[config.mk]
export PLATFORM = sky130hd
export DESIGN_NAME = mm_control_multi
export DESIGN_NICKNAME = d
export VERILOG_FILES = /design/src/rtl/mm_control_multi.sv
export SDC_FILE = /design/constraint.sdc
export NUM_CORES = 1
export LEC_CHECK = 0
export CORE_MARGIN = 1
export CORE_UTILIZATION = 50
export CTS_CLUSTER_SIZE = 20
export DETAILED_ROUTE_END_ITERATION = 8
export PLACE_DENSITY = 0.76
export SETUP_SLACK_MARGIN = 0.2
export SLEW_MARGIN = 20
export SYNTH_ARGS = -nofsm -noshare
export SYNTH_HDL_FRONTEND = slang
export SYNTH_SLANG_ARGS = --single-unit
[constraint.sdc]
create_clock -name clk -period 2 [get_ports clk]
set_clock_uncertainty 0.1 [all_clocks]
set_input_delay 0.4 -clock clk [delete_from_list [all_inputs] [get_ports clk]]
set_output_delay 0.4 -clock clk [all_outputs]
set_load 0.01 [all_outputs]
[src/rtl/mm_control_multi.sv]
// rtl/mm_control_multi.sv - multi-channel HPS start/done control block with sticky done flags and IRQ
// Optional watchdog per channel in WAIT: define MMC_TIMEOUT_EN.
module mm_control_multi #(
   parameter int WIDTH          = 8,
   parameter int CHANNELS       = 4,
   parameter int ADDR_WIDTH     = 2,
   parameter int START_PULSE    = 20,
   parameter int TIMEOUT_CYCLES = 1024
) (
   input  logic                  clk,
   input  logic                  reset,
   input  logic [ADDR_WIDTH-1:0] address,
   input  logic                  read,
   input  logic                  write,
   input  logic [WIDTH-1:0]      data_write,
   output logic [WIDTH-1:0]      data_read,
   output logic [CHANNELS-1:0]   start_out,
   input  logic [CHANNELS-1:0]   done_in,
   output logic                  interrupt_internal
);

   localparam int PW = $clog2(START_PULSE + 1);
   localparam logic [ADDR_WIDTH-1:0] A_CTRL   = ADDR_WIDTH'(0);
   localparam logic [ADDR_WIDTH-1:0] A_STATUS = ADDR_WIDTH'(1);
   localparam logic [ADDR_WIDTH-1:0] A_MASK   = ADDR_WIDTH'(2);
   localparam logic [ADDR_WIDTH-1:0] A_ERROR  = ADDR_WIDTH'(3);

   typedef enum logic [1:0] {IDLE, PULSE, WAIT, DONE} ch_state_t;

   ch_state_t           state_q [CHANNELS];
   ch_state_t           state_d [CHANNELS];
   logic [PW-1:0]       pcnt_q  [CHANNELS];
   logic [PW-1:0]       pcnt_d  [CHANNELS];
   logic [CHANNELS-1:0] latch_q, latch_d;
   logic [CHANNELS-1:0] done_set, err_set, busy, start_req;
   logic [CHANNELS-1:0] done_q, err_q, mask_q;
   logic [WIDTH-1:0]    rd_val;
   logic                irq_q;
   logic                unused_data;

`ifdef MMC_TIMEOUT_EN
   localparam int TW = $clog2(TIMEOUT_CYCLES + 1);
   logic [TW-1:0]       wcnt_q [CHANNELS];
   logic [TW-1:0]       wcnt_d [CHANNELS];
`endif

   assign unused_data = ^data_write;
   assign start_req   = (write && address == A_CTRL) ? data_write[CHANNELS-1:0] : '0;

   always_comb begin
      for (int i = 0; i < CHANNELS; i++) begin
         state_d[i]  = state_q[i];
         pcnt_d[i]   = pcnt_q[i];
         latch_d[i]  = latch_q[i];
         done_set[i] = 1'b0;
         err_set[i]  = 1'b0;
`ifdef MMC_TIMEOUT_EN
         wcnt_d[i]   = wcnt_q[i];
`endif
         case (state_q[i])
            IDLE: begin
               if (start_req[i]) begin
                  state_d[i] = PULSE;
                  pcnt_d[i]  = PW'(START_PULSE - 1);
                  latch_d[i] = 1'b0;
               end
            end
            PULSE: begin
               // a completion seen anywhere in the pulse skips WAIT entirely
               if (pcnt_q[i] == '0) begin
                  if (latch_q[i] || done_in[i]) begin
                     state_d[i]  = DONE;
                     done_set[i] = 1'b1;
                  end else begin
                     state_d[i]  = WAIT;
                  end
`ifdef MMC_TIMEOUT_EN
                  wcnt_d[i] = '0;
`endif
               end else begin
                  pcnt_d[i]  = pcnt_q[i] - 1'b1;
                  latch_d[i] = latch_q[i] | done_in[i];
               end
            end
            WAIT: begin
               if (done_in[i]) begin
                  state_d[i]  = DONE;
                  done_set[i] = 1'b1;
               end
`ifdef MMC_TIMEOUT_EN
               else if (wcnt_q[i] == TW'(TIMEOUT_CYCLES - 1)) begin
                  state_d[i]  = DONE;
                  done_set[i] = 1'b1;
                  err_set[i]  = 1'b1;
               end else begin
                  wcnt_d[i] = wcnt_q[i] + 1'b1;
               end
`endif
            end
            default: state_d[i] = IDLE;
         endcase
      end
   end

   always_comb begin
      for (int i = 0; i < CHANNELS; i++) begin
         busy[i]      = (state_q[i] != IDLE);
         start_out[i] = (state_q[i] == PULSE);
      end
   end

   always_comb begin
      rd_val = '0;
      case (address)
         A_CTRL:   rd_val = WIDTH'(busy);
         A_STATUS: rd_val = WIDTH'(done_q);
         A_MASK:   rd_val = WIDTH'(mask_q);
         A_ERROR:  rd_val = WIDTH'(err_q);
         default:  rd_val = '0;
      endcase
   end

   always_ff @(posedge clk) begin
      if (reset) begin
         for (int i = 0; i < CHANNELS; i++) begin
            state_q[i] <= IDLE;
            pcnt_q[i]  <= '0;
`ifdef MMC_TIMEOUT_EN
            wcnt_q[i]  <= '0;
`endif
         end
         latch_q   <= '0;
         done_q    <= '0;
         err_q     <= '0;
         mask_q    <= '0;
         irq_q     <= 1'b0;
         data_read <= '0;
      end else begin
         for (int i = 0; i < CHANNELS; i++) begin
            state_q[i] <= state_d[i];
            pcnt_q[i]  <= pcnt_d[i];
`ifdef MMC_TIMEOUT_EN
            wcnt_q[i]  <= wcnt_d[i];
`endif
         end
         latch_q <= latch_d;
         // a flag set on the same edge as its read-clear survives
         done_q  <= ((read && address == A_STATUS) ? '0 : done_q) | done_set;
         err_q   <= ((read && address == A_ERROR)  ? '0 : err_q)  | err_set;
         if (write && address == A_MASK) mask_q <= data_write[CHANNELS-1:0];
         irq_q   <= |(done_q & mask_q);
         if (read) data_read <= rd_val;
      end
   end

   assign interrupt_internal = irq_q;

endmodule

## Yosys cells after proc, flatten, opt, wreduce, memory -nomap -nowiden

Memory sizes are Yosys's and may differ from the RTL's.
Cells that the tools add are included.

- Register bits after elaboration: 21
- Memory bits (writable): 28
- Memories: 2

Memory list:

| memory | words | width | read ports | clocked after memory_dff | wr ports | RTL line | RTL |
|---|---|---|---|---|---|---|---|
| pcnt_q | 4 | 5 | 4 | 0 | 4 | 32 | `logic [PW-1:0] pcnt_q [CHANNELS];` |
| state_q | 4 | 2 | 4 | 0 | 4 | 30 | `ch_state_t state_q [CHANNELS];` |

- Add/subtract/negate cells: 4
- Equal/unequal tests: 19
- Mux-type cells: 74
- Bitwise logic cells: 14
- Reduce and logical (&&, ||, !) cells: 29

Operators by type and width:

| kind | number |
|---|---|
| $mux W5 | 12 |
| $pmux W5 S2 | 4 |
| $mux W2 | 16 |
| $pmux W8 S4 | 1 |
| $mux W1 | 27 |
| $pmux W2 S3 | 4 |
| $logic_not A5 Y1 | 4 |
| $sub A5 B1 Y5 const B | 4 |
| $ne A2 B2 Y1 const B | 8 |
| $pmux W1 S2 | 8 |
| $reduce_bool A2 Y1 | 8 |
| $eq A2 B2 Y1 const B | 6 |
| $or A1 B1 Y1 | 12 |
| $reduce_and A3 Y1 | 4 |
| $eq A2 B1 Y1 const B | 5 |
| $logic_not A2 Y1 | 5 |
| $mux W4 | 2 |
| $and A4 B4 Y4 | 1 |
| $logic_or A1 B1 Y1 | 4 |
| $or A4 B4 Y4 | 1 |
| $reduce_or A4 Y1 | 1 |
| $logic_and A1 B1 Y1 | 3 |

## Logic depth before layout (Yosys ltp)

- Depth after elaboration: 6
- Gate-level depth with buffers: 7
- Mapped depth without buffers: 6

## Worst setup path after synthesis

OpenSTA, ideal clock, no wires.

- Path type: reg-to-reg
- Start point: memory pcnt_q[0][0] (netlist name)
- End point: memory state_q[0][0] (netlist name)
- Arrival: 1.843 ns
- Data required time: 1.772 ns
- Slack: -0.070 ns
- Stages on the path, launching flop included: 8
- Buffers on the path: 1
- Period minus slack after synthesis: 2.070 ns
- Path through: dfxtp_1 -> inv_1 -> ha_1 -> or4b_1 -> buf_2 -> a222oi_1 -> mux2i_1 -> nor2_1

RTL lines:

| item | RTL line |
|---|---|
| start, declared | 32 |
| end, declared | 30 |

==> out/results.tsv <==
stage	metric	value	unit
status	outcome	complete, no violations	
grt	grt_pass1_vias	2315	
clock_network	cts.sinks	45	
clock_network	clock_path_buffers	2	
synthesis	synth_edf_count	0	
placed_design	place_congestion	0.870	
route	ant_nets	0	
synthesis	ys_seq_elements	45	
synthesis	yosys.area.top_type_share	34.6	%
synthesis	synthArstFlopShare	0	%
clock_network	clkSlewWorstSetupHoldPaths	90	ps
grt	grt_max_degree	30	
floorplanning	initial_core_util	53.7	%
floorplanning	die_area	0.00550	sq mm
grt	grt_antenna_before_repair	0	
synthesis	synth_top_cells_by_area	dfxtp_1, ha_1, nor2_1	
finish	area_growth	39.1	%
flow_run	maxCapViolCount	0	
power_and_ir_drop	power_frac_comb	55.3	%
clock_network	insertion_delay	300	ps
synthesis	synth_cells	313	
power_and_ir_drop	p_per_area	1260	mW/mm^2
placed_design	dp_hpwl	4320	microns
floorplanning	die_height	74.1	microns
power_and_ir_drop	power.switching	1650	uW
critical_path	start_kind	register	
power_and_ir_drop	p_sw_share	36.2	%
route	drt_iter0_drc	182	
route	drc	0	
synthesis	synth_cell_type_count	51	
finish	n_antenna_cell	0	
clock_network	cts_tree	done	
floorplanning	num_rows	25	
sta	fin_crit	2000	ps
sta	fin_crit_sh	100	%
synthesis	syn_area	0.00260	sq mm
sta	finalMaxSlewViolations	0	
grt	grt_usage	24.0	%
synthesis	netlist_top_cells_count	dfxtp_1, nor2_1, inv_1	
power_and_ir_drop	p_leak	0.00149	uW
placed_design	io_buffers	22	
placed_design	placed_area	0.00316	sq mm
route	via_per_inst	5.77	
route	avgRoutedWirePerCell	15.1	microns
grt	grt_overflow	0	
placed_design	dp_cells	417	
critical_path	cp.required	2090	ps
critical_path	end_kind	register	
critical_path	crit_type	reg -> reg	
sta	worst_hold_slack	387	ps
floorplanning	ios	31	
floorplanning	die_w	74.1	microns
power_and_ir_drop	seq_power_share	26.4	%
sta	fmax	500	MHz
finish	final_area	0.00362	sq mm
sta	rsz0062_at_grt	yes	
placed_design	place_ws	-250	ps
route	vias	2590	
clock_network	h-tree-depth	2	
power_and_ir_drop	power_frac_clock	18.2	%
critical_path	critPathArrivalTime	2090	ps
sta	fin_tns_setup	0	ps
worst_hold_path	hp-class	reg -> reg	
sta	setup_slack	0.508	ps
power_and_ir_drop	ir_drop	706	uV
grt	grt_pass1_wl	10200	microns
finish	drive_gt1_share	30.9	%
synthesis	avgSynthCellArea	8.31	sq um
clock_network	cts_made_buffers	5	
route	drt_wl_total	6780	microns
synthesis	synthFlopType	dfxtp_1	
power_and_ir_drop	internal-power	2920	uW
synthesis	yosys.cell_count.top_type	dfxtp_1	
finish	nNetsFinal	419	
clock_network	ctsHoldBuffers	0	
sta	finalSetupViolCount	0	
route	dr.pass1.iters	4	
critical_path	critPathMaxFanout	2	
synthesis	synth_top_cell_by_area	dfxtp_1	
critical_path	rrSetupSlack	0.5	ps
floorplanning	core_area	0.00485	sq mm
finish	final_cells	449	
synthesis	ys_seq_area_share	34.6	%
clock_network	cts-root-buf	clkbuf_8	
synthesis	ys_warn_count	0	
sta	hold_viol	0	
-- sequential cells by signal, summed over array words and instances (netlist names) --
register,count
state_q,8
done_q,4
latch_q,4
mask_q,4
data_read,4
interrupt_internal,1
pcnt_q,20
-- per-layer routing --
| metal | global-route usage (%) | vias to the layer above | part of all wire, % |
|---|---|---|---|
| met5 | 0 | - | 0 |
| met4 | 8.12 | 0 | 1.6 |
| met3 | 3.93 | 12 | 4.0 |
| met2 | 41.9 | 64 | 51 |
| met1 | 30.0 | 1252 | 44 |
| li1 | - | 1262 | - |
-- layout make-up --
cell class | count | area, sq um
Clock buffer | 5 | 68.8
Clock inverter | 3 | 68.8
Timing Repair Buffer | 76 | 643
Fill cell | 358 | 1230
Inverter | 27 | 101
Multi-Input combinational cell | 226 | 1730
Tap cell | 67 | 83.8
Sequential cell | 45 | 917
-- layout by cell type, fill, tap and decap left out, drive strengths merged, types with 5 or more instances in the layout --
master / netlist / final
a211oi: 7 / 7
inv: 27 / 28
or4b: 5 / 5
nor2b: 8 / 8
nor2: 41 / 41
mux2i: 13 / 13
buf: 6 / 54
dfxtp: 45 / 45
o21ai: 19 / 19
ha: 20 / 20
clkbuf: 12 / 5
clkdlybuf4s50: 0 / 13
a22oi: 7 / 7
nand2: 13 / 13
dlygate4sd2: 0 / 7
a21oi: 26 / 26
-- final timing paths --
kind | to | cells past startpoint | start
setup / recovery | state_q[1][1]$_SDFFE_PP0P_ | 7 | pcnt_q[1][0]$_SDFFE_PP0P_
hold / removal | data_read[2]$_SDFFE_PP0P_ | 2 | data_read[2]$_SDFFE_PP0P_
setup reg to reg | state_q[1][1]$_SDFFE_PP0P_ | 7 | pcnt_q[1][0]$_SDFFE_PP0P_
hold reg to reg | data_read[2]$_SDFFE_PP0P_ | 2 | data_read[2]$_SDFFE_PP0P_
-- power groups by stage --
stage | clock network (uW) | registers [uW] | logic (uW)
2_1_floorplan | 0 | 1200 | 1310
3_3_place_gp | 0 | 1220 | 1800
3_5_place_dp | 0 | 1230 | 1850
4_1_cts | 850 | 1190 | 2120
5_1_grt | 880 | 1230 | 2750
6_report | 834 | 1210 | 2530
-- worst max-delay path, cell delays in order, from the launching register on --
cell	delay [ps]
dfxtp_2	330
inv_2	70
ha_4	120
or4b_4	470
a222oi_1	310
buf_4	180
mux2i_1	240
nor2_1	60
-- kinds of logic (layout without fill, tap and decap cells) --
group	after synthesis	in the layout	synth area share, %
other cells	1	4	0.144
simple gates	98	98	20.1
fa+ha+maj	20	20	9.62
flops	45	45	34.6
buf+inv	45	111	7.17
compound gates	91	91	23.4
mux	13	13	5.00
-- through the flow --
stage	power [uW]	util, %
after floorplan	2510	-
after global placement	3020	65.1
after detailed placement	3080	65.1
after CTS	4160	71.2
after global routing	4860	74.6
final	4570	74.6
-- timing repair --
action                                  CTS  global route
endpoints found under the setup margin   30            28
gates cloned                              0             0
gates resized for setup                  18            33
pin swaps                                 9            15
setup buffers                            16             8
Power figures use the tool's default switching activity.
